## src/rtl/usb_pkg.sv

```systemverilog
// usb_pkg: shared constants for the USB full-speed transmit path.
// Holds PID nibbles, the handshake-code encoding and the packet
// scheduler state enum, plus helpers that form PID bytes.
package usb_pkg;

  // PID nibbles as they appear in the low half of the PID byte
  localparam logic [3:0] PID_ACK   = 4'h2;
  localparam logic [3:0] PID_NAK   = 4'hA;
  localparam logic [3:0] PID_STALL = 4'hE;
  localparam logic [3:0] PID_DATA0 = 4'h3;
  localparam logic [3:0] PID_DATA1 = 4'hB;

  // hs_code encoding; the spare code 11 is sent as STALL
  localparam logic [1:0] HS_ACK   = 2'b00;
  localparam logic [1:0] HS_NAK   = 2'b01;
  localparam logic [1:0] HS_STALL = 2'b10;

  typedef enum logic [2:0] {
    S_IDLE,
    S_PID,
    S_PAYLOAD,
    S_DRAIN,
    S_GAP
  } sched_state_t;

  // PID byte carries the complement of the nibble in its upper half
  function automatic logic [7:0] pid_byte(input logic [3:0] pid);
    return {~pid, pid};
  endfunction

  // Map a handshake code to its PID nibble
  function automatic logic [3:0] hs_pid(input logic [1:0] code);
    logic [3:0] pid;
    case (code)
      HS_ACK:  pid = PID_ACK;
      HS_NAK:  pid = PID_NAK;
      default: pid = PID_STALL;
    endcase
    return pid;
  endfunction

endpackage

```

## src/rtl/usb_tx_sched_stats.sv

```systemverilog
// usb_tx_sched_stats: free-running counters of completed handshakes and
// data packets. Only compiled when USB_TX_SCHED_STATS_EN is defined, so
// the default build carries no stray top-level module.
`ifdef USB_TX_SCHED_STATS_EN
module usb_tx_sched_stats (
  input  logic        clk_48,
  input  logic        rst_n,
  input  logic        hs_ack,
  input  logic        dp_done,
  output logic [15:0] stat_hs_cnt,
  output logic [15:0] stat_dp_cnt
);

  logic [15:0] hs_cnt_reg;
  logic [15:0] dp_cnt_reg;

  // Count completion pulses; both counters wrap naturally at 16 bits
  always_ff @(posedge clk_48) begin
    if (!rst_n) begin
      hs_cnt_reg <= 16'd0;
      dp_cnt_reg <= 16'd0;
    end else begin
      if (hs_ack) begin
        hs_cnt_reg <= hs_cnt_reg + 16'd1;
      end
      if (dp_done) begin
        dp_cnt_reg <= dp_cnt_reg + 16'd1;
      end
    end
  end

  assign stat_hs_cnt = hs_cnt_reg;
  assign stat_dp_cnt = dp_cnt_reg;

endmodule
`endif

```

## src/rtl/usb_tx_sched.sv

```systemverilog
// usb_tx_sched: packet sequencer/arbiter and sole master of usb_tx.
// Sends ACK/NAK/STALL handshakes and DATA0/DATA1 packets (handshake wins
// ties), forms the PID byte, steers CRC16 update/append and enforces the
// inter-packet gap after tx_en falls.
// Optional: define USB_TX_SCHED_STATS_EN to add stat_hs_cnt/stat_dp_cnt.
module usb_tx_sched
  import usb_pkg::*;
#(
  parameter int MAX_PKT  = 64,
  parameter int LEN_W    = 7,
  parameter int IPG_CLKS = 8
) (
  input  logic             clk_48,
  input  logic             rst_n,
  input  logic             hs_req,
  input  logic [1:0]       hs_code,
  output logic             hs_ack,
  input  logic             dp_req,
  input  logic             dp_data1,
  input  logic [LEN_W-1:0] dp_len,
  input  logic [7:0]       dp_byte,
  output logic             dp_rd,
  output logic             dp_done,
`ifdef USB_TX_SCHED_STATS_EN
  output logic [15:0]      stat_hs_cnt,
  output logic [15:0]      stat_dp_cnt,
`endif
  output logic             tx_transmit,
  output logic [7:0]       tx_data,
  output logic             tx_update_crc16,
  output logic             tx_send_crc16,
  input  logic             tx_data_strobe,
  input  logic             tx_en
);

  localparam int               GAP_W    = (IPG_CLKS > 1) ? $clog2(IPG_CLKS) : 1;
  localparam logic [GAP_W-1:0] GAP_LOAD = GAP_W'(IPG_CLKS - 1);
  localparam logic [LEN_W-1:0] MAX_LEN  = LEN_W'(MAX_PKT);

  sched_state_t     state_reg, state_next;
  logic             is_hs_reg, is_hs_next;
  logic [LEN_W-1:0] remain_reg, remain_next;
  logic [GAP_W-1:0] gap_reg, gap_next;
  logic             tx_transmit_reg, tx_transmit_next;
  logic [7:0]       tx_data_reg, tx_data_next;
  logic             tx_update_crc16_reg, tx_update_crc16_next;
  logic             tx_send_crc16_reg, tx_send_crc16_next;
  logic             hs_ack_reg, hs_ack_next;
  logic             dp_done_reg, dp_done_next;
  logic [LEN_W-1:0] len_clamped;

  // Oversized requests are truncated to the endpoint's maximum packet size
  assign len_clamped = (dp_len > MAX_LEN) ? MAX_LEN : dp_len;

  // State and output registers; reset abandons any in-flight packet silently
  always_ff @(posedge clk_48) begin
    if (!rst_n) begin
      state_reg           <= S_IDLE;
      is_hs_reg           <= 1'b0;
      remain_reg          <= '0;
      gap_reg             <= '0;
      tx_transmit_reg     <= 1'b0;
      tx_data_reg         <= 8'h00;
      tx_update_crc16_reg <= 1'b0;
      tx_send_crc16_reg   <= 1'b0;
      hs_ack_reg          <= 1'b0;
      dp_done_reg         <= 1'b0;
    end else begin
      state_reg           <= state_next;
      is_hs_reg           <= is_hs_next;
      remain_reg          <= remain_next;
      gap_reg             <= gap_next;
      tx_transmit_reg     <= tx_transmit_next;
      tx_data_reg         <= tx_data_next;
      tx_update_crc16_reg <= tx_update_crc16_next;
      tx_send_crc16_reg   <= tx_send_crc16_next;
      hs_ack_reg          <= hs_ack_next;
      dp_done_reg         <= dp_done_next;
    end
  end

  // Next-state and serializer-handshake logic; dp_rd is the only combinational output
  always_comb begin
    state_next           = state_reg;
    is_hs_next           = is_hs_reg;
    remain_next          = remain_reg;
    gap_next             = gap_reg;
    tx_transmit_next     = tx_transmit_reg;
    tx_data_next         = tx_data_reg;
    tx_update_crc16_next = tx_update_crc16_reg;
    tx_send_crc16_next   = tx_send_crc16_reg;
    hs_ack_next          = 1'b0;
    dp_done_next         = 1'b0;
    dp_rd                = 1'b0;

    case (state_reg)
      S_IDLE: begin
        if (hs_req) begin
          is_hs_next           = 1'b1;
          remain_next          = '0;
          tx_data_next         = pid_byte(hs_pid(hs_code));
          tx_send_crc16_next   = 1'b0;
          tx_update_crc16_next = 1'b0;
          tx_transmit_next     = 1'b1;
          state_next           = S_PID;
        end else if (dp_req) begin
          is_hs_next           = 1'b0;
          remain_next          = len_clamped;
          tx_data_next         = pid_byte(dp_data1 ? PID_DATA1 : PID_DATA0);
          tx_send_crc16_next   = 1'b1;
          tx_update_crc16_next = 1'b0;
          tx_transmit_next     = 1'b1;
          state_next           = S_PID;
        end
      end

      S_PID, S_PAYLOAD: begin
        // Each strobe means usb_tx took the current byte; offer the next one or stop
        if (tx_data_strobe) begin
          if (remain_reg != '0) begin
            dp_rd                = 1'b1;
            tx_data_next         = dp_byte;
            remain_next          = remain_reg - 1'b1;
            tx_update_crc16_next = 1'b1;
            state_next           = S_PAYLOAD;
          end else begin
            tx_transmit_next = 1'b0;
            state_next       = S_DRAIN;
          end
        end
      end

      S_DRAIN: begin
        // CRC append flag must stay up until usb_tx has finished CRC and EOP
        if (!tx_en) begin
          hs_ack_next          = is_hs_reg;
          dp_done_next         = !is_hs_reg;
          tx_send_crc16_next   = 1'b0;
          tx_update_crc16_next = 1'b0;
          gap_next             = GAP_LOAD;
          state_next           = S_GAP;
        end
      end

      S_GAP: begin
        if (gap_reg == '0) begin
          state_next = S_IDLE;
        end else begin
          gap_next = gap_reg - 1'b1;
        end
      end

      default: begin
        state_next = S_IDLE;
      end
    endcase
  end

  assign tx_transmit     = tx_transmit_reg;
  assign tx_data         = tx_data_reg;
  assign tx_update_crc16 = tx_update_crc16_reg;
  assign tx_send_crc16   = tx_send_crc16_reg;
  assign hs_ack          = hs_ack_reg;
  assign dp_done         = dp_done_reg;

`ifdef USB_TX_SCHED_STATS_EN
  usb_tx_sched_stats u_stats (
    .clk_48      (clk_48),
    .rst_n       (rst_n),
    .hs_ack      (hs_ack_reg),
    .dp_done     (dp_done_reg),
    .stat_hs_cnt (stat_hs_cnt),
    .stat_dp_cnt (stat_dp_cnt)
  );
`endif

endmodule

```

## config.mk

```make
export PLATFORM = sky130hd
export DESIGN_NAME = usb_tx_sched
export DESIGN_NICKNAME = d
export VERILOG_FILES = /design/src/rtl/usb_pkg.sv /design/src/rtl/usb_tx_sched_stats.sv /design/src/rtl/usb_tx_sched.sv
export SDC_FILE = /design/constraint.sdc
export NUM_CORES = 1
export LEC_CHECK = 0
export ABC_CLOCK_PERIOD_IN_PS = 4400
export CAP_MARGIN = 20
export CORE_ASPECT_RATIO = 0.6
export CORE_MARGIN = 2
export CORE_UTILIZATION = 44
export CTS_BUF_LIST = sky130_fd_sc_hd__clkbuf_8 sky130_fd_sc_hd__clkbuf_16
export DETAILED_ROUTE_END_ITERATION = 8
export PLACE_DENSITY = 0.77
export SLEW_MARGIN = 30
export SYNTH_ARGS = -nofsm -noshare
export SYNTH_HDL_FRONTEND = slang
export SYNTH_SLANG_ARGS = --single-unit
```

## constraint.sdc

```tcl
create_clock -name clk_48 -period 4.4 [get_ports clk_48]
set_clock_uncertainty 0.2 [all_clocks]
set_input_delay 0.88 -clock clk_48 [delete_from_list [all_inputs] [get_ports clk_48]]
set_output_delay 0.88 -clock clk_48 [all_outputs]
set_load 0.01 [all_outputs]
```

After elaboration in Yosys (flattened, before gate mapping). Cells that the tools add are included.

Add/sub/neg operators: 2. Order comparisons: 1. Eq/ne operators: 12. Mux-type cells: 42. Bitwise logic cells: 4. Reductions and logical operators: 19.

Operators with widths (number): two-way mux 7 bit (5); two-way mux 8 bit (4); two-way mux 3 bit (7); one-hot mux 8 bit (2 select lines) (1); two-way mux 1 bit (15); one-hot mux 7 bit (2 select lines) (1); two-way mux 4 bit (3); != test 2 bit (second input constant) (6); one-hot mux 3 bit (4 select lines) (1); AND reduction 4 bit (3); NOT 4 bit (2); one-hot mux 4 bit (2 select lines) (1); nonzero test 2 bit (4); > comparator 7 bit (second input constant) (1); nonzero test 7 bit (1); subtractor 7 x 1 -> 7 bit (second input constant) (1); == test 3 x 2 -> 1 bit (second input constant) (2); zero test 3 bit (2); one-hot mux 3 bit (2 select lines) (1); AND reduction 3 bit (2); AND reduction 5 bit (1); one-hot mux 1 bit (2 select lines) (2); == test 3 x 1 -> 1 bit (second input constant) (1); == test 3 bit (second input constant) (1); other kinds (11) (12).

Flip-flop bits (word level): 27. Input bits: 24. Output and inout bits: 14.

Depth between registers and ports, before layout.
Depth in word-level cells: 7. Gate-level depth with buffers: 8. Depth with buffers taken out: 7.

Least setup slack after synthesis. OpenSTA, ideal clock, no wires.

Path kind: input to register. Start: in hs_req. End: reg tx_data_reg[4] (netlist: tx_data[4]). Setup time: 91 ps. Arrival: 2059 ps. Data required time: 4109 ps. Path slack: 2050 ps. Cell stages on the path: 6. Path through: or4_1 > o211ai_1 > a21oi_1 > buf_2 > buf_6 > a311oi_1.

Cells in the longest elaborated chain, start to end: 2. Elaborated cells on any way between the ends: 4. Classes of those cells: eq/ne (1); mux (2); reduce/logical (1).

Ends and longest elaborated chain: start: declaration (RTL line usb_tx_sched.sv:15) `input logic hs_req,`; != test 3 bit (no source line) or two-way mux 8 bit (tied branches); AND reduction 4 bit (no source line) or one-hot mux 8 bit (2 select lines) (tied branches); end signal: assignment (RTL line usb_tx_sched.sv:74) `tx_data_reg <= tx_data_next;`; end: declaration (RTL line usb_tx_sched.sv:45) `logic [7:0] tx_data_reg, tx_data_next;`.

Several ways; a longest one is shown, not always the timed one. A chain may end at the register's enable or synchronous reset.

Worst setup path after layout.
Start: in tx_data_strobe. End: out dp_rd.

Cells in the longest elaborated chain, start to end: 2.

Ends and longest elaborated chain: start: declaration (RTL line usb_tx_sched.sv:32) `input logic tx_data_strobe,`; two-way mux 1 bit (RTL line usb_tx_sched.sv:119) `if (tx_data_strobe) begin`; two-way mux 1 bit (RTL line usb_tx_sched.sv:96) `case (state_reg)`; end: declaration (RTL line usb_tx_sched.sv:22) `output logic dp_rd,`.

No other way between the ends.

==> flow_summary.json <==
{
  "status": "completed",
  "p_seq_share_pct": 36.0,
  "place.gp.congestion": 0.8903,
  "maxSlewHeadroom_pct": 55.99,
  "cpPeakStageDelay_ns": 0.61,
  "syn_inst": 178,
  "cts.root.buffer_cell": "clkbuf_8",
  "drtIter0Drc": 128,
  "grt_pass1_vias": 1280,
  "fin_nets": 241,
  "min_period_over_period_pct": 76.48,
  "wirelength_um": 3771,
  "crit_type": "primary input to output pin",
  "switching_share_pct": 40.01,
  "largest_reg_flops": 8,
  "yosysMostFrequentCell": "dfxtp_1",
  "port_buffers": 37,
  "path_cells": "clkdlybuf4s50_1 -> and3_1 -> clkdlybuf4s50_1",
  "yosysTopAreaCellShare_pct": 37.73,
  "worstPathArrival_ns": 2.29,
  "yosysSeqAreaShare_pct": 37.73,
  "start_util_pct": 48.01,
  "placed_cell_area_sq_mm": 0.001822,
  "grt_usage_pct": 20.81,
  "p_leak_nw": 0.6922,
  "placementRows": 15,
  "startpoint_type": "primary input",
  "finalMaxSlewViolations": 0,
  "syn_nets": 206,
  "ys_top_cells_by_area": "dfxtp_1 (38%), nor2_1 (6.8%), a211oi_1 (5.2%)",
  "cts_tree": "done",
  "die_h_um": 48.20,
  "synth_top_cell_by_area": "dfxtp_1",
  "drc": 0,
  "dp_hpwl_um": 2692,
  "layout_min_cycle_time_ns": 3.365,
  "p_per_area_mw_per_mm2": 524.3,
  "clk_path_buf_depth": 2,
  "worstSetupEndpointType": "output pin",
  "avgSynthCellArea_sq_um": 8.048,
  "cts_setup_buffers": 0,
  "ir_worst_vdd_uv": 227.5,
  "finalSetupTns_ns": 0,
  "layoutNonFillerInstCount": 254,
  "async_flop_share_pct": 0,
  "num-fill-cells": 256,
  "power_switching_mw": 0.3924,
  "cts_buffers": 3,
  "yosysUniqueCellTypes": 43,
  "coreArea_sq_mm": 0.002984,
  "antenna_found_initial": 0,
  "clk_pin_slew_ns": 0.10,
  "cp.required_ns": 3.32,
  "rsz0062_at_grt": "no",
  "slowest_stage": "clkdlybuf4s50_1",
  "postLayoutCellArea_sq_mm": 0.001871,
  "cp_max_fo": 7,
  "p_int_mw": 0.5884,
  "holdWs_ns": 0.2446,
  "dieWidth_um": 77.67,
  "synth_edf_count": 0,
  "grt_max_degree": 31,
  "synth_area_sq_mm": 0.001433,
  "synthTopCellsByCount": "dfxtp_1 (27), nor2_1 (26), nand2_1 (18)",
  "synth-seq-cells": 27,
  "yosys_warnings": 0,
  "clk_latency_ns": 0.28,
  "power_frac_comb_pct": 48.5,
  "setup_viol": 0,
  "ios": 38,
  "worst_pin_slew_ns": 0.6541,
  "max_cap_violations": 0,
  "max_freq_ghz": 0.2972,
  "crit_top_cell": "clkdlybuf4s50_1",
  "viasPerCell": 5.752,
  "finalHoldViolCount": 0,
  "dp.cells": 250,
  "die_area_sq_mm": 0.003743,
  "hold_class": "flip-flop to flip-flop",
  "area_growth_pct": 30.57,
  "antenna_cells": 0,
  "wl_per_cell_um": 14.85,
  "htreeDepth": 1,
  "vias": 1461,
  "hold_buffers": 0,
  "cts_resized": 0,
  "cts_sinks": 27,
  "power_frac_clock_pct": 15.5,
  "ys.flop_type": "dfxtp_1",
  "grt_overflow": 0,
  "ant_nets": 0,
  "final_layout_size_suffix_gt1_share_pct": 8.019,
  "drt-pass1-iter-count": 4,
  "grt_pass1_wl_um": 5920
}
## layout by cell type (no fill, tap or decap), drive strengths merged, types with 3 or more instances in the layout
cell and count:
a211oi 10, a21oi 7, a311oi 3, o211ai 3
ha 4, clkbuf 3, or2 3, nor3 4
a31o 3, inv 9, a31oi 4, o21ai 12
dfxtp 27, buf 4, nand3 4, nor2 26
nand2 18, and2 3, clkdlybuf4s50 37
## power by group through the flow
stage                     clock network [mW]  logic, mW  registers (mW)
final                                  0.152      0.476           0.353
after global routing                   0.160      0.520           0.361
after CTS                              0.156      0.473           0.352
after detailed placement                   0      0.461           0.358
after global placement                     0      0.447           0.355
after floorplan                            0      0.322           0.356
## metal layers
layer | vias to the layer above | track usage, % | wire, um
li1 | 706 | - | -
met5 | - | 0 | 0
met4 | 0 | 11.79 | 102
met3 | 15 | 7.778 | 342
met1 | 664 | 25.20 | 1674
met2 | 76 | 33.45 | 1652
## stage by stage
stage / utilization [%] / worst slack (ns) / total power, mW
after floorplan: - / 2.050 / 0.6776
after global placement: 61.05 / 1.107 / 0.8014
after detailed placement: 61.05 / 1.072 / 0.8190
after CTS: 62.68 / 1.065 / 0.9809
after global routing: 62.68 / 0.9757 / 1.041
final: 62.68 / 1.035 / 0.9808
## final timing paths
check,slack (ns),startpoint,cells past startpoint,endpoint
hold reg to reg,0.24,is_hs_reg$_SDFFE_PN0P_,1,dp_done$_SDFF_PP0_
setup / recovery,1.03,tx_data_strobe,3,dp_rd
setup reg to reg,1.99,state_reg[1]$_SDFFE_PN0P_,5,tx_data[6]$_SDFFE_PN0P_
hold / removal,0.24,is_hs_reg$_SDFFE_PN0P_,1,dp_done$_SDFF_PP0_
## worst max-delay path: cells and delay by family
family	cells	cell delay [ns]
buffers and inverters	2	1.15
AND/OR/NAND/NOR	1	0.25
## area by class of cell
| type | count | area (sq um) | area share, % |
|---|---|---|---|
| multi-input combinational | 131 | 794.5 | 42.48 |
| sequential | 27 | 540.5 | 28.90 |
| timing repair buffer | 41 | 400.4 | 21.40 |
| tap | 42 | 52.55 | 2.809 |
| clock buffer | 3 | 41.29 | 2.207 |
| inverter | 9 | 33.78 | 1.806 |
| clock inverter | 1 | 7.507 | 0.4013 |
## kinds of logic (layout without fill, tap and decap cells)
logic type / count (synthesis) / after routing / synth area share (%)
compound gates: 53 / 53 / 25.42
flops: 27 / 27 / 37.73
fa+ha+maj: 4 / 4 / 3.494
simple gates: 70 / 70 / 23.84
buf+inv: 20 / 54 / 7.074
xor+xnor: 4 / 4 / 2.446
(Power assumes the default switching activity.)
